--- src/rtl/prt_lb_mux_tmo_pkg.sv ---
// rtl/prt_lb_mux_tmo_pkg.sv - shared types and helpers for the local-bus mux
package prt_lb_mux_pkg;

    // Read-tracking FSM states
    typedef enum logic [1:0] {
        IDLE    = 2'd0,
        RD_WAIT = 2'd1,
        ERR_RSP = 2'd2
    } state_t;

    // Sticky status flags plus saturating event counter
    typedef struct packed {
        logic       tmo;
        logic       dec;
        logic       prot;
        logic [7:0] cnt;
    } sta_t;

    localparam int         TMO_W   = 16;
    localparam logic [7:0] CNT_MAX = 8'hFF;

    // Width of the port-select field for a given port count
    function automatic int sel_width(input int ports);
        return (ports < 2) ? 1 : $clog2(ports);
    endfunction

endpackage

--- src/rtl/prt_lb_mux_tmo_if.sv ---
// rtl/prt_lb_mux_tmo_if.sv - upstream, downstream and status signal bundle
interface prt_lb_mux_tmo_if #(
    parameter int P_PORTS   = 16,
    parameter int P_UP_ADR  = 22,
    parameter int P_DWN_ADR = 16,
    parameter int P_DAT     = 32
);
    logic [P_UP_ADR-1:0]        UP_ADR_IN;
    logic                       UP_WR_IN;
    logic                       UP_RD_IN;
    logic [P_DAT-1:0]           UP_DIN_IN;
    logic [P_DAT-1:0]           UP_DOUT_OUT;
    logic                       UP_VLD_OUT;
    logic [P_DWN_ADR-1:0]       DWN_ADR_OUT;
    logic [P_DAT-1:0]           DWN_DIN_OUT;
    logic [P_PORTS-1:0]         DWN_WR_OUT;
    logic [P_PORTS-1:0]         DWN_RD_OUT;
    logic [P_PORTS*P_DAT-1:0]   DWN_DOUT_IN;
    logic [P_PORTS-1:0]         DWN_VLD_IN;
    logic                       STA_CLR_IN;
    logic                       STA_TMO_OUT;
    logic                       STA_DEC_OUT;
    logic                       STA_PROT_OUT;
    logic [7:0]                 STA_ERR_CNT_OUT;

    // Mux side
    modport slave (
        input  UP_ADR_IN, UP_WR_IN, UP_RD_IN, UP_DIN_IN,
        output UP_DOUT_OUT, UP_VLD_OUT,
        output DWN_ADR_OUT, DWN_DIN_OUT, DWN_WR_OUT, DWN_RD_OUT,
        input  DWN_DOUT_IN, DWN_VLD_IN,
        input  STA_CLR_IN,
        output STA_TMO_OUT, STA_DEC_OUT, STA_PROT_OUT, STA_ERR_CNT_OUT
    );

    // CPU / peripheral side
    modport master (
        output UP_ADR_IN, UP_WR_IN, UP_RD_IN, UP_DIN_IN,
        input  UP_DOUT_OUT, UP_VLD_OUT,
        input  DWN_ADR_OUT, DWN_DIN_OUT, DWN_WR_OUT, DWN_RD_OUT,
        output DWN_DOUT_IN, DWN_VLD_IN,
        output STA_CLR_IN,
        input  STA_TMO_OUT, STA_DEC_OUT, STA_PROT_OUT, STA_ERR_CNT_OUT
    );
endinterface

--- src/rtl/prt_lb_mux_tmo_sta.sv ---
// rtl/prt_lb_mux_tmo_sta.sv - sticky error flags and saturating event counter
module prt_lb_mux_tmo_sta
    import prt_lb_mux_pkg::*;
(
    input  logic clk_i,
    input  logic rst_n_i,
    input  logic clr_i,
    input  logic tmo_ev_i,
    input  logic dec_ev_i,
    input  logic prot_ev_i,
    output sta_t sta_o
);
    sta_t sta_q;
    sta_t sta_d;

    // Clear wins over events; simultaneous events count once
    always_comb begin
        sta_d = sta_q;
        if (clr_i) begin
            sta_d = '0;
        end else begin
            if (tmo_ev_i)  sta_d.tmo  = 1'b1;
            if (dec_ev_i)  sta_d.dec  = 1'b1;
            if (prot_ev_i) sta_d.prot = 1'b1;
            if ((tmo_ev_i || dec_ev_i || prot_ev_i) && (sta_q.cnt != CNT_MAX))
                sta_d.cnt = sta_q.cnt + 8'd1;
        end
    end

    // Status register
    always_ff @(posedge clk_i or negedge rst_n_i) begin
        if (!rst_n_i) sta_q <= '0;
        else          sta_q <= sta_d;
    end

    assign sta_o = sta_q;

endmodule

--- src/rtl/prt_lb_mux_tmo.sv ---
// rtl/prt_lb_mux_tmo.sv - address-decoding local-bus mux with read timeout
module prt_lb_mux_tmo
    import prt_lb_mux_pkg::*;
#(
    parameter int               P_PORTS   = 16,
    parameter int               P_UP_ADR  = 22,
    parameter int               P_DWN_ADR = 16,
    parameter int               P_DAT     = 32,
    parameter int               P_TMO     = 255,
    parameter logic [P_DAT-1:0] P_ERR_DAT = 32'hDEAD_BEEF
)(
    input logic              CLK_IN,
    input logic              RST_IN,
    prt_lb_mux_tmo_if.slave  bus
);
    localparam int               SEL_W   = sel_width(P_PORTS);
    localparam logic [TMO_W-1:0] TMO_MAX = TMO_W'(P_TMO);

    logic [1:0]           rst_sync_q;
    logic                 rst_n;

    state_t               state_q, state_d;
    logic [SEL_W-1:0]     sel_q, sel_d;
    logic [TMO_W-1:0]     tmo_q, tmo_d;
    logic [P_PORTS-1:0]   dwn_wr_q, dwn_wr_d;
    logic [P_PORTS-1:0]   dwn_rd_q, dwn_rd_d;
    logic [P_DWN_ADR-1:0] dwn_adr_q, dwn_adr_d;
    logic [P_DAT-1:0]     dwn_din_q, dwn_din_d;
    logic                 up_vld_q, up_vld_d;
    logic [P_DAT-1:0]     up_dout_q, up_dout_d;

    logic [SEL_W-1:0]     sel;
    logic [31:0]          sel_ext;
    logic                 dec_ok;
    logic [P_PORTS-1:0]   sel_oh;
    logic                 rd_vld;
    logic [P_DAT-1:0]     rd_dat;
    logic                 tmo_ev, dec_ev, prot_ev;
    sta_t                 sta;
    logic                 unused_adr;

    // Assert asynchronously, release two clocks after RST_IN rises
    always_ff @(posedge CLK_IN or negedge RST_IN) begin
        if (!RST_IN) rst_sync_q <= 2'b00;
        else         rst_sync_q <= {rst_sync_q[0], 1'b1};
    end
    assign rst_n = rst_sync_q[1];

    // Port select lives just above the downstream address field
    assign sel        = bus.UP_ADR_IN[P_DWN_ADR +: SEL_W];
    assign sel_ext    = 32'(sel);
    assign dec_ok     = (sel_ext < P_PORTS);
    assign sel_oh     = {{(P_PORTS-1){1'b0}}, 1'b1} << sel;
    assign unused_adr = ^bus.UP_ADR_IN;

    // Response mux for the port the pending read went to
    always_comb begin
        rd_vld = 1'b0;
        rd_dat = '0;
        for (int i = 0; i < P_PORTS; i++) begin
            if (sel_q == SEL_W'(i)) begin
                rd_vld = bus.DWN_VLD_IN[i];
                rd_dat = bus.DWN_DOUT_IN[i*P_DAT +: P_DAT];
            end
        end
    end

    // Decode, read tracking and error detection
    always_comb begin
        state_d   = state_q;
        sel_d     = sel_q;
        tmo_d     = tmo_q;
        dwn_wr_d  = '0;
        dwn_rd_d  = '0;
        dwn_adr_d = dwn_adr_q;
        dwn_din_d = dwn_din_q;
        up_vld_d  = 1'b0;
        up_dout_d = up_dout_q;
        tmo_ev    = 1'b0;
        dec_ev    = 1'b0;
        prot_ev   = 1'b0;
        case (state_q)
            IDLE: begin
                if (bus.UP_WR_IN) begin
                    if (dec_ok) begin
                        dwn_wr_d  = sel_oh;
                        dwn_adr_d = bus.UP_ADR_IN[P_DWN_ADR-1:0];
                        dwn_din_d = bus.UP_DIN_IN;
                    end else begin
                        dec_ev = 1'b1;
                    end
                    if (bus.UP_RD_IN) prot_ev = 1'b1;
                end else if (bus.UP_RD_IN) begin
                    if (dec_ok) begin
                        dwn_rd_d  = sel_oh;
                        dwn_adr_d = bus.UP_ADR_IN[P_DWN_ADR-1:0];
                        sel_d     = sel;
                        tmo_d     = TMO_W'(1);
                        state_d   = RD_WAIT;
                    end else begin
                        dec_ev    = 1'b1;
                        up_vld_d  = 1'b1;
                        up_dout_d = P_ERR_DAT;
                        state_d   = ERR_RSP;
                    end
                end
            end
            RD_WAIT: begin
                if (bus.UP_WR_IN || bus.UP_RD_IN) prot_ev = 1'b1;
                if (rd_vld) begin
                    up_vld_d  = 1'b1;
                    up_dout_d = rd_dat;
                    state_d   = IDLE;
                end else if (tmo_q == TMO_MAX) begin
                    up_vld_d  = 1'b1;
                    up_dout_d = P_ERR_DAT;
                    tmo_ev    = 1'b1;
                    state_d   = IDLE;
                end else begin
                    tmo_d = tmo_q + TMO_W'(1);
                end
            end
            ERR_RSP: begin
                if (bus.UP_WR_IN || bus.UP_RD_IN) prot_ev = 1'b1;
                state_d = IDLE;
            end
            default: state_d = IDLE;
        endcase
    end

    // State and registered bus outputs
    always_ff @(posedge CLK_IN or negedge rst_n) begin
        if (!rst_n) begin
            state_q   <= IDLE;
            sel_q     <= '0;
            tmo_q     <= '0;
            dwn_wr_q  <= '0;
            dwn_rd_q  <= '0;
            dwn_adr_q <= '0;
            dwn_din_q <= '0;
            up_vld_q  <= 1'b0;
            up_dout_q <= '0;
        end else begin
            state_q   <= state_d;
            sel_q     <= sel_d;
            tmo_q     <= tmo_d;
            dwn_wr_q  <= dwn_wr_d;
            dwn_rd_q  <= dwn_rd_d;
            dwn_adr_q <= dwn_adr_d;
            dwn_din_q <= dwn_din_d;
            up_vld_q  <= up_vld_d;
            up_dout_q <= up_dout_d;
        end
    end

    prt_lb_mux_tmo_sta u_sta (
        .clk_i     (CLK_IN),
        .rst_n_i   (rst_n),
        .clr_i     (bus.STA_CLR_IN),
        .tmo_ev_i  (tmo_ev),
        .dec_ev_i  (dec_ev),
        .prot_ev_i (prot_ev),
        .sta_o     (sta)
    );

    assign bus.UP_VLD_OUT      = up_vld_q;
    assign bus.UP_DOUT_OUT     = up_dout_q;
    assign bus.DWN_ADR_OUT     = dwn_adr_q;
    assign bus.DWN_DIN_OUT     = dwn_din_q;
    assign bus.DWN_WR_OUT      = dwn_wr_q;
    assign bus.DWN_RD_OUT      = dwn_rd_q;
    assign bus.STA_TMO_OUT     = sta.tmo;
    assign bus.STA_DEC_OUT     = sta.dec;
    assign bus.STA_PROT_OUT    = sta.prot;
    assign bus.STA_ERR_CNT_OUT = sta.cnt;

endmodule

--- src/flat_wrapper.sv ---
// flat-port wrapper written by rule: the top's interface ports become plain ports
module prt_lb_mux_tmo_flat import prt_lb_mux_pkg::*;
#(
    parameter int               P_PORTS   = 16,
    parameter int               P_UP_ADR  = 22,
    parameter int               P_DWN_ADR = 16,
    parameter int               P_DAT     = 32,
    parameter int               P_TMO     = 255,
    parameter logic [P_DAT-1:0] P_ERR_DAT = 32'hDEAD_BEEF
)
  (CLK_IN, RST_IN, bus_UP_ADR_IN, bus_UP_WR_IN, bus_UP_RD_IN, bus_UP_DIN_IN, bus_UP_DOUT_OUT, bus_UP_VLD_OUT, bus_DWN_ADR_OUT, bus_DWN_DIN_OUT, bus_DWN_WR_OUT, bus_DWN_RD_OUT, bus_DWN_DOUT_IN, bus_DWN_VLD_IN, bus_STA_CLR_IN, bus_STA_TMO_OUT, bus_STA_DEC_OUT, bus_STA_PROT_OUT, bus_STA_ERR_CNT_OUT);
  prt_lb_mux_tmo_if #(.P_PORTS(P_PORTS), .P_UP_ADR(P_UP_ADR), .P_DWN_ADR(P_DWN_ADR), .P_DAT(P_DAT)) bus_i ();
  input logic CLK_IN;
  input logic RST_IN;
  input wire logic [$bits(bus_i.UP_ADR_IN)-1:0] bus_UP_ADR_IN;
  input wire logic [$bits(bus_i.UP_WR_IN)-1:0] bus_UP_WR_IN;
  input wire logic [$bits(bus_i.UP_RD_IN)-1:0] bus_UP_RD_IN;
  input wire logic [$bits(bus_i.UP_DIN_IN)-1:0] bus_UP_DIN_IN;
  output wire logic [$bits(bus_i.UP_DOUT_OUT)-1:0] bus_UP_DOUT_OUT;
  output wire logic [$bits(bus_i.UP_VLD_OUT)-1:0] bus_UP_VLD_OUT;
  output wire logic [$bits(bus_i.DWN_ADR_OUT)-1:0] bus_DWN_ADR_OUT;
  output wire logic [$bits(bus_i.DWN_DIN_OUT)-1:0] bus_DWN_DIN_OUT;
  output wire logic [$bits(bus_i.DWN_WR_OUT)-1:0] bus_DWN_WR_OUT;
  output wire logic [$bits(bus_i.DWN_RD_OUT)-1:0] bus_DWN_RD_OUT;
  input wire logic [$bits(bus_i.DWN_DOUT_IN)-1:0] bus_DWN_DOUT_IN;
  input wire logic [$bits(bus_i.DWN_VLD_IN)-1:0] bus_DWN_VLD_IN;
  input wire logic [$bits(bus_i.STA_CLR_IN)-1:0] bus_STA_CLR_IN;
  output wire logic [$bits(bus_i.STA_TMO_OUT)-1:0] bus_STA_TMO_OUT;
  output wire logic [$bits(bus_i.STA_DEC_OUT)-1:0] bus_STA_DEC_OUT;
  output wire logic [$bits(bus_i.STA_PROT_OUT)-1:0] bus_STA_PROT_OUT;
  output wire logic [$bits(bus_i.STA_ERR_CNT_OUT)-1:0] bus_STA_ERR_CNT_OUT;
  assign bus_i.UP_ADR_IN = bus_UP_ADR_IN;
  assign bus_i.UP_WR_IN = bus_UP_WR_IN;
  assign bus_i.UP_RD_IN = bus_UP_RD_IN;
  assign bus_i.UP_DIN_IN = bus_UP_DIN_IN;
  assign bus_UP_DOUT_OUT = bus_i.UP_DOUT_OUT;
  assign bus_UP_VLD_OUT = bus_i.UP_VLD_OUT;
  assign bus_DWN_ADR_OUT = bus_i.DWN_ADR_OUT;
  assign bus_DWN_DIN_OUT = bus_i.DWN_DIN_OUT;
  assign bus_DWN_WR_OUT = bus_i.DWN_WR_OUT;
  assign bus_DWN_RD_OUT = bus_i.DWN_RD_OUT;
  assign bus_i.DWN_DOUT_IN = bus_DWN_DOUT_IN;
  assign bus_i.DWN_VLD_IN = bus_DWN_VLD_IN;
  assign bus_i.STA_CLR_IN = bus_STA_CLR_IN;
  assign bus_STA_TMO_OUT = bus_i.STA_TMO_OUT;
  assign bus_STA_DEC_OUT = bus_i.STA_DEC_OUT;
  assign bus_STA_PROT_OUT = bus_i.STA_PROT_OUT;
  assign bus_STA_ERR_CNT_OUT = bus_i.STA_ERR_CNT_OUT;
  prt_lb_mux_tmo #(.P_PORTS(P_PORTS), .P_UP_ADR(P_UP_ADR), .P_DWN_ADR(P_DWN_ADR), .P_DAT(P_DAT), .P_TMO(P_TMO), .P_ERR_DAT(P_ERR_DAT)) u_core (.CLK_IN(CLK_IN), .RST_IN(RST_IN), .bus(bus_i));
endmodule
--- config.mk ---
export PLATFORM = sky130hd
export DESIGN_NAME = prt_lb_mux_tmo_flat
export DESIGN_NICKNAME = d
export VERILOG_FILES = /design/src/rtl/prt_lb_mux_tmo_pkg.sv /design/src/rtl/prt_lb_mux_tmo_if.sv /design/src/rtl/prt_lb_mux_tmo_sta.sv /design/src/rtl/prt_lb_mux_tmo.sv /design/src/flat_wrapper.sv
export SDC_FILE = /design/constraint.sdc
export NUM_CORES = 1
export LEC_CHECK = 0
export BUFFER_PORTS_ARGS = -buffer_cell sky130_fd_sc_hd__clkbuf_2
export CAP_MARGIN = 10
export CORE_AREA = 2 2 277 279
export CTS_CLUSTER_SIZE = 16
export DETAILED_ROUTE_END_ITERATION = 16
export DIE_AREA = 0 0 279 281
export HOLD_SLACK_MARGIN = 0.08
export PLACE_DENSITY_LB_ADDON = 0.12
export SLEW_MARGIN = 25
export SYNTH_ARGS = -nofsm -noshare
export SYNTH_HDL_FRONTEND = slang
export SYNTH_SLANG_ARGS = --single-unit
--- constraint.sdc ---
create_clock -name CLK_IN -period 4.92 [get_ports CLK_IN]
set_clock_uncertainty 0.15 [all_clocks]
set_input_delay 0.246 -clock CLK_IN [delete_from_list [all_inputs] [get_ports CLK_IN]]
set_output_delay 0.246 -clock CLK_IN [all_outputs]
set_load 0.01 [all_outputs]
==> flow_summary.toml <==
[place]
dpl.hpwl_mm = 67.37
place.gp.congestion = 0.8995
preCtsSetupSlack_ns = 1.047
portBuffers = 708

[global_routing]
grt_use_met1_pct = 28.30
track_usage_pct = 20.34
grt_use_met2_pct = 32.91
grtUsageMet3_pct = 4.057
grt_pass1_wl_mm = 111.9
busiest_layer = "met2"
grt_max_degree = 57
antenna_found_initial = 12
grt_pass1_vias = 14170
grt.overflow.total = 0

[die]
die_height_um = 281
core-area_um2 = 75440
num_rows = 101
die_area_um2 = 78400
start_util_pct = 13.89
io_pins = 711
die_width_um = 279

[layout]
fill_cells = 8552
layout-drive-gt1-share_pct = 45.07
fin_nets = 2573
syn_to_final_growth_pct = 60.35

[logic_synthesis]
async_flop_share_pct = 100.0
synth-seq-cells = 147
synthFlopType = "dfrtp_1"
syn-cell-area_um2 = 10480
synthCells = 1225
synth_edf_count = 0
yosysSeqAreaShare_pct = 35.10
yosys_warnings = 0
avgSynthCellArea_um2 = 8.555
yosysUniqueCellTypes = 80
synth_nets = 1814

[setup_path]
arrival_ns = 4.73
end_kind = "flip-flop"
cp_data_required_time_ns = 5.11
crit_fanout = 36
cp-start-kind = "flip-flop"
criticalPathCategory = "reg2reg"

[detailed_routing]
drc_errors = 0
drt-total-wl_mm = 81.52
drt_iter0_markers = 1097
vias_per_cell = 4.530
vias = 13510
drtAntennaViolNets = 0
routedWlPerCell_um = 27.35
first_pass_iters = 6

[clock_network]
clkTransAtPathRegs_ns = 0.07
clockBufferDepth = 2
numCtsBuffers = 17
cts_root_buffer = "clkbuf_16"
cts.htree.levels = 4
cts_resized = 0
post_cts_buffers = 0
hold_buffers = 95
cts_tree = "yes"
clock-sinks = 147
clock_latency_ns = 0.46

[status]
status = "completed"

[sta]
postLayoutSetupSlackWorst_ns = 0.3814
tightest_slew_ns = 1.186
finalCriticalPeriod_ns = 4.539
finalCritPeriodShare_pct = 92.25
hold_viol_final = 0
max_freq_mhz = 220.3
slew_headroom_pct = 20.29
finalSetupTns_ns = 0
rsz0062_at_grt = "false"
slew_viol_final = 0
setup_violations = 0

[power_and_ir_drop]
ir_drop_mv = 0.2012
p_per_area_nw_per_um2 = 549.5
leakagePower_nw = 7.689

[worst_hold_path]
hold_class = "in2reg"

[run]
max_cap_viol_count = 0
-- state kept, by name, summed over array words and instances, names as in the netlist --
signal / cells
u_core.bus.DWN_DIN_OUT: 32
u_core.bus.UP_DOUT_OUT: 32
u_core.bus.DWN_ADR_OUT: 16
u_core.bus.DWN_RD_OUT: 16
u_core.bus.DWN_WR_OUT: 16
u_core.tmo_q: 16
u_core.u_sta.sta_o: 11
u_core.sel_q: 4
u_core.rst_sync_q: 2
u_core.bus.UP_VLD_OUT: 1
u_core.state_q: 1
-- critical path, cell delays in order, from the launching register on --
cell	delay (ns)
dfrtp_4	0.82
buf_4	0.52
mux2i_1	0.48
o21ai_0	0.17
a21oi_1	0.52
o21ai_0	0.18
buf_4	0.20
o221ai_1	0.07
dlygate4sd3_1	0.58
a31oi_1	0.08
dlygate4sd3_1	0.60
-- cells by family (layout without fill, tap and decap cells) --
family | count (synthesis) | after routing | share of synthesized area [%]
other cells | 1 | 7 | 0.03578
buf+inv | 120 | 892 | 4.823
compound gates | 436 | 436 | 27.18
flops | 147 | 147 | 35.10
simple gates | 382 | 382 | 16.95
fa+ha+maj | 3 | 3 | 0.3343
xor+xnor | 10 | 10 | 0.8357
mux | 126 | 126 | 14.73
-- where the power goes --
group / internal [W] / switching (W) / total [W]
Clock: 0.000831 / 0.000609 / 0.00144
Combinational: 0.00211 / 0.00368 / 0.00579
Sequential: 0.00156 / 0.000442 / 0.00200
Total: 0.00450 / 0.00473 / 0.00923
-- cell usage in the layout (no fill, tap or decap), types with 16 or more instances in the layout --
cell and instances:
a21oi_1 103, a22o_1 17, a22oi_1 34, a31oi_1 30, buf_4 49, clkbuf_16 17
clkbuf_2 708, dfrtp_1 142, dlygate4sd3_1 95, mux2_2 60, mux2i_1 47, mux4_2 16
nand2_1 130, nor2_1 114, nor2b_1 16, nor3_1 37, o21ai_0 97, o221ai_1 18
o22ai_1 30
-- path summary, 6_finish.rpt --
path	start	end	slack, ns	depth (start not counted)
max	u_core.sel_q[1]	u_core.bus.UP_DOUT_OUT[5]	0.38	10
min	bus_DWN_DOUT_IN[356]	u_core.bus.UP_DOUT_OUT[4]	0.11	4
max reg2reg	u_core.sel_q[1]	u_core.bus.UP_DOUT_OUT[5]	0.38	10
min reg2reg	u_core.rst_sync_q[0]	u_core.rst_sync_q[1]	0.21	0
max in group asynchronous	u_core.rst_sync_q[1]	u_core.bus.UP_DOUT_OUT[16]	3.35	1
min in group asynchronous	u_core.rst_sync_q[1]	u_core.bus.DWN_DIN_OUT[11]	0.25	0
-- layout make-up --
class | count | area, µm² | share of cell area, %
multi-input cells | 958 | 6335 | 37.70
clock buffers | 19 | 442.9 | 2.636
well taps | 978 | 1224 | 7.282
diodes | 6 | 15.01 | 0.08935
clock inverters | 13 | 185.2 | 1.102
repair buffers | 853 | 4882 | 29.05
flip-flops and latches | 147 | 3695 | 21.99
inverters | 7 | 26.28 | 0.1564
-- per-stage QoR --
step | utilization, % | instances | hold slack [ns] | instance area [µm²] | power, W
3_3_place_gp | 20.15 | 2848 | -0.1170 | 15200 | 0.007628
3_5_place_dp | 20.16 | 2848 | -0.1155 | 15210 | 0.007638
6_report | 22.27 | 2981 | 0.1066 | 16800 | 0.009234
5_1_grt | 22.26 | 2978 | 0.1281 | 16800 | 0.009824
2_1_floorplan | - | 1225 | -0.1996 | 10480 | 0.004832
4_1_cts | 22.25 | 2975 | 0.08105 | 16790 | 0.009308
-- cells in the mapped netlist, drive strengths merged, types with 4 or more instances --
library cell | count | share of area (%)
dfrtp | 147 | 35
nand2 | 130 | 4.7
nor2 | 117 | 4.2
a21oi | 103 | 4.9
o21ai | 99 | 4.7
clkbuf | 65 | 2.3
mux2 | 63 | 6.8
buf | 48 | 2.2
mux2i | 47 | 4.5
nor3 | 38 | 1.9
a22oi | 35 | 2.6
a31oi | 30 | 1.8
o22ai | 30 | 1.8
nor2b | 20 | 1.2
o221ai | 18 | 1.5
a22o | 17 | 1.4
mux4 | 16 | 3.4
nand2b | 15 | 0.90
o211ai | 14 | 1.0
nand3 | 12 | 0.57
o32ai | 12 | 1.0
nand4 | 10 | 0.60
o21bai | 8 | 0.57
a221oi | 7 | 0.59
inv | 7 | 0.25
a211oi | 6 | 0.43
o31ai | 6 | 0.43
xnor2 | 6 | 0.50
a21o | 5 | 0.36
nand3b | 5 | 0.36
nor4 | 5 | 0.30
a222oi | 4 | 0.38
and2 | 4 | 0.24
o311ai | 4 | 0.33
or2 | 4 | 0.24
or3 | 4 | 0.24
or3b | 4 | 0.36
or4 | 4 | 0.29
xor2 | 4 | 0.33
-- layer usage --
metal / vias up / part of all wire (%)
li1: 6136 / -
met1: 6778 / 47
met2: 556 / 46
met3: 33 / 6.0
met4: 2 / 0.92
met5: - / 0.016
Note: power is estimated with default switching activity, not from simulation.
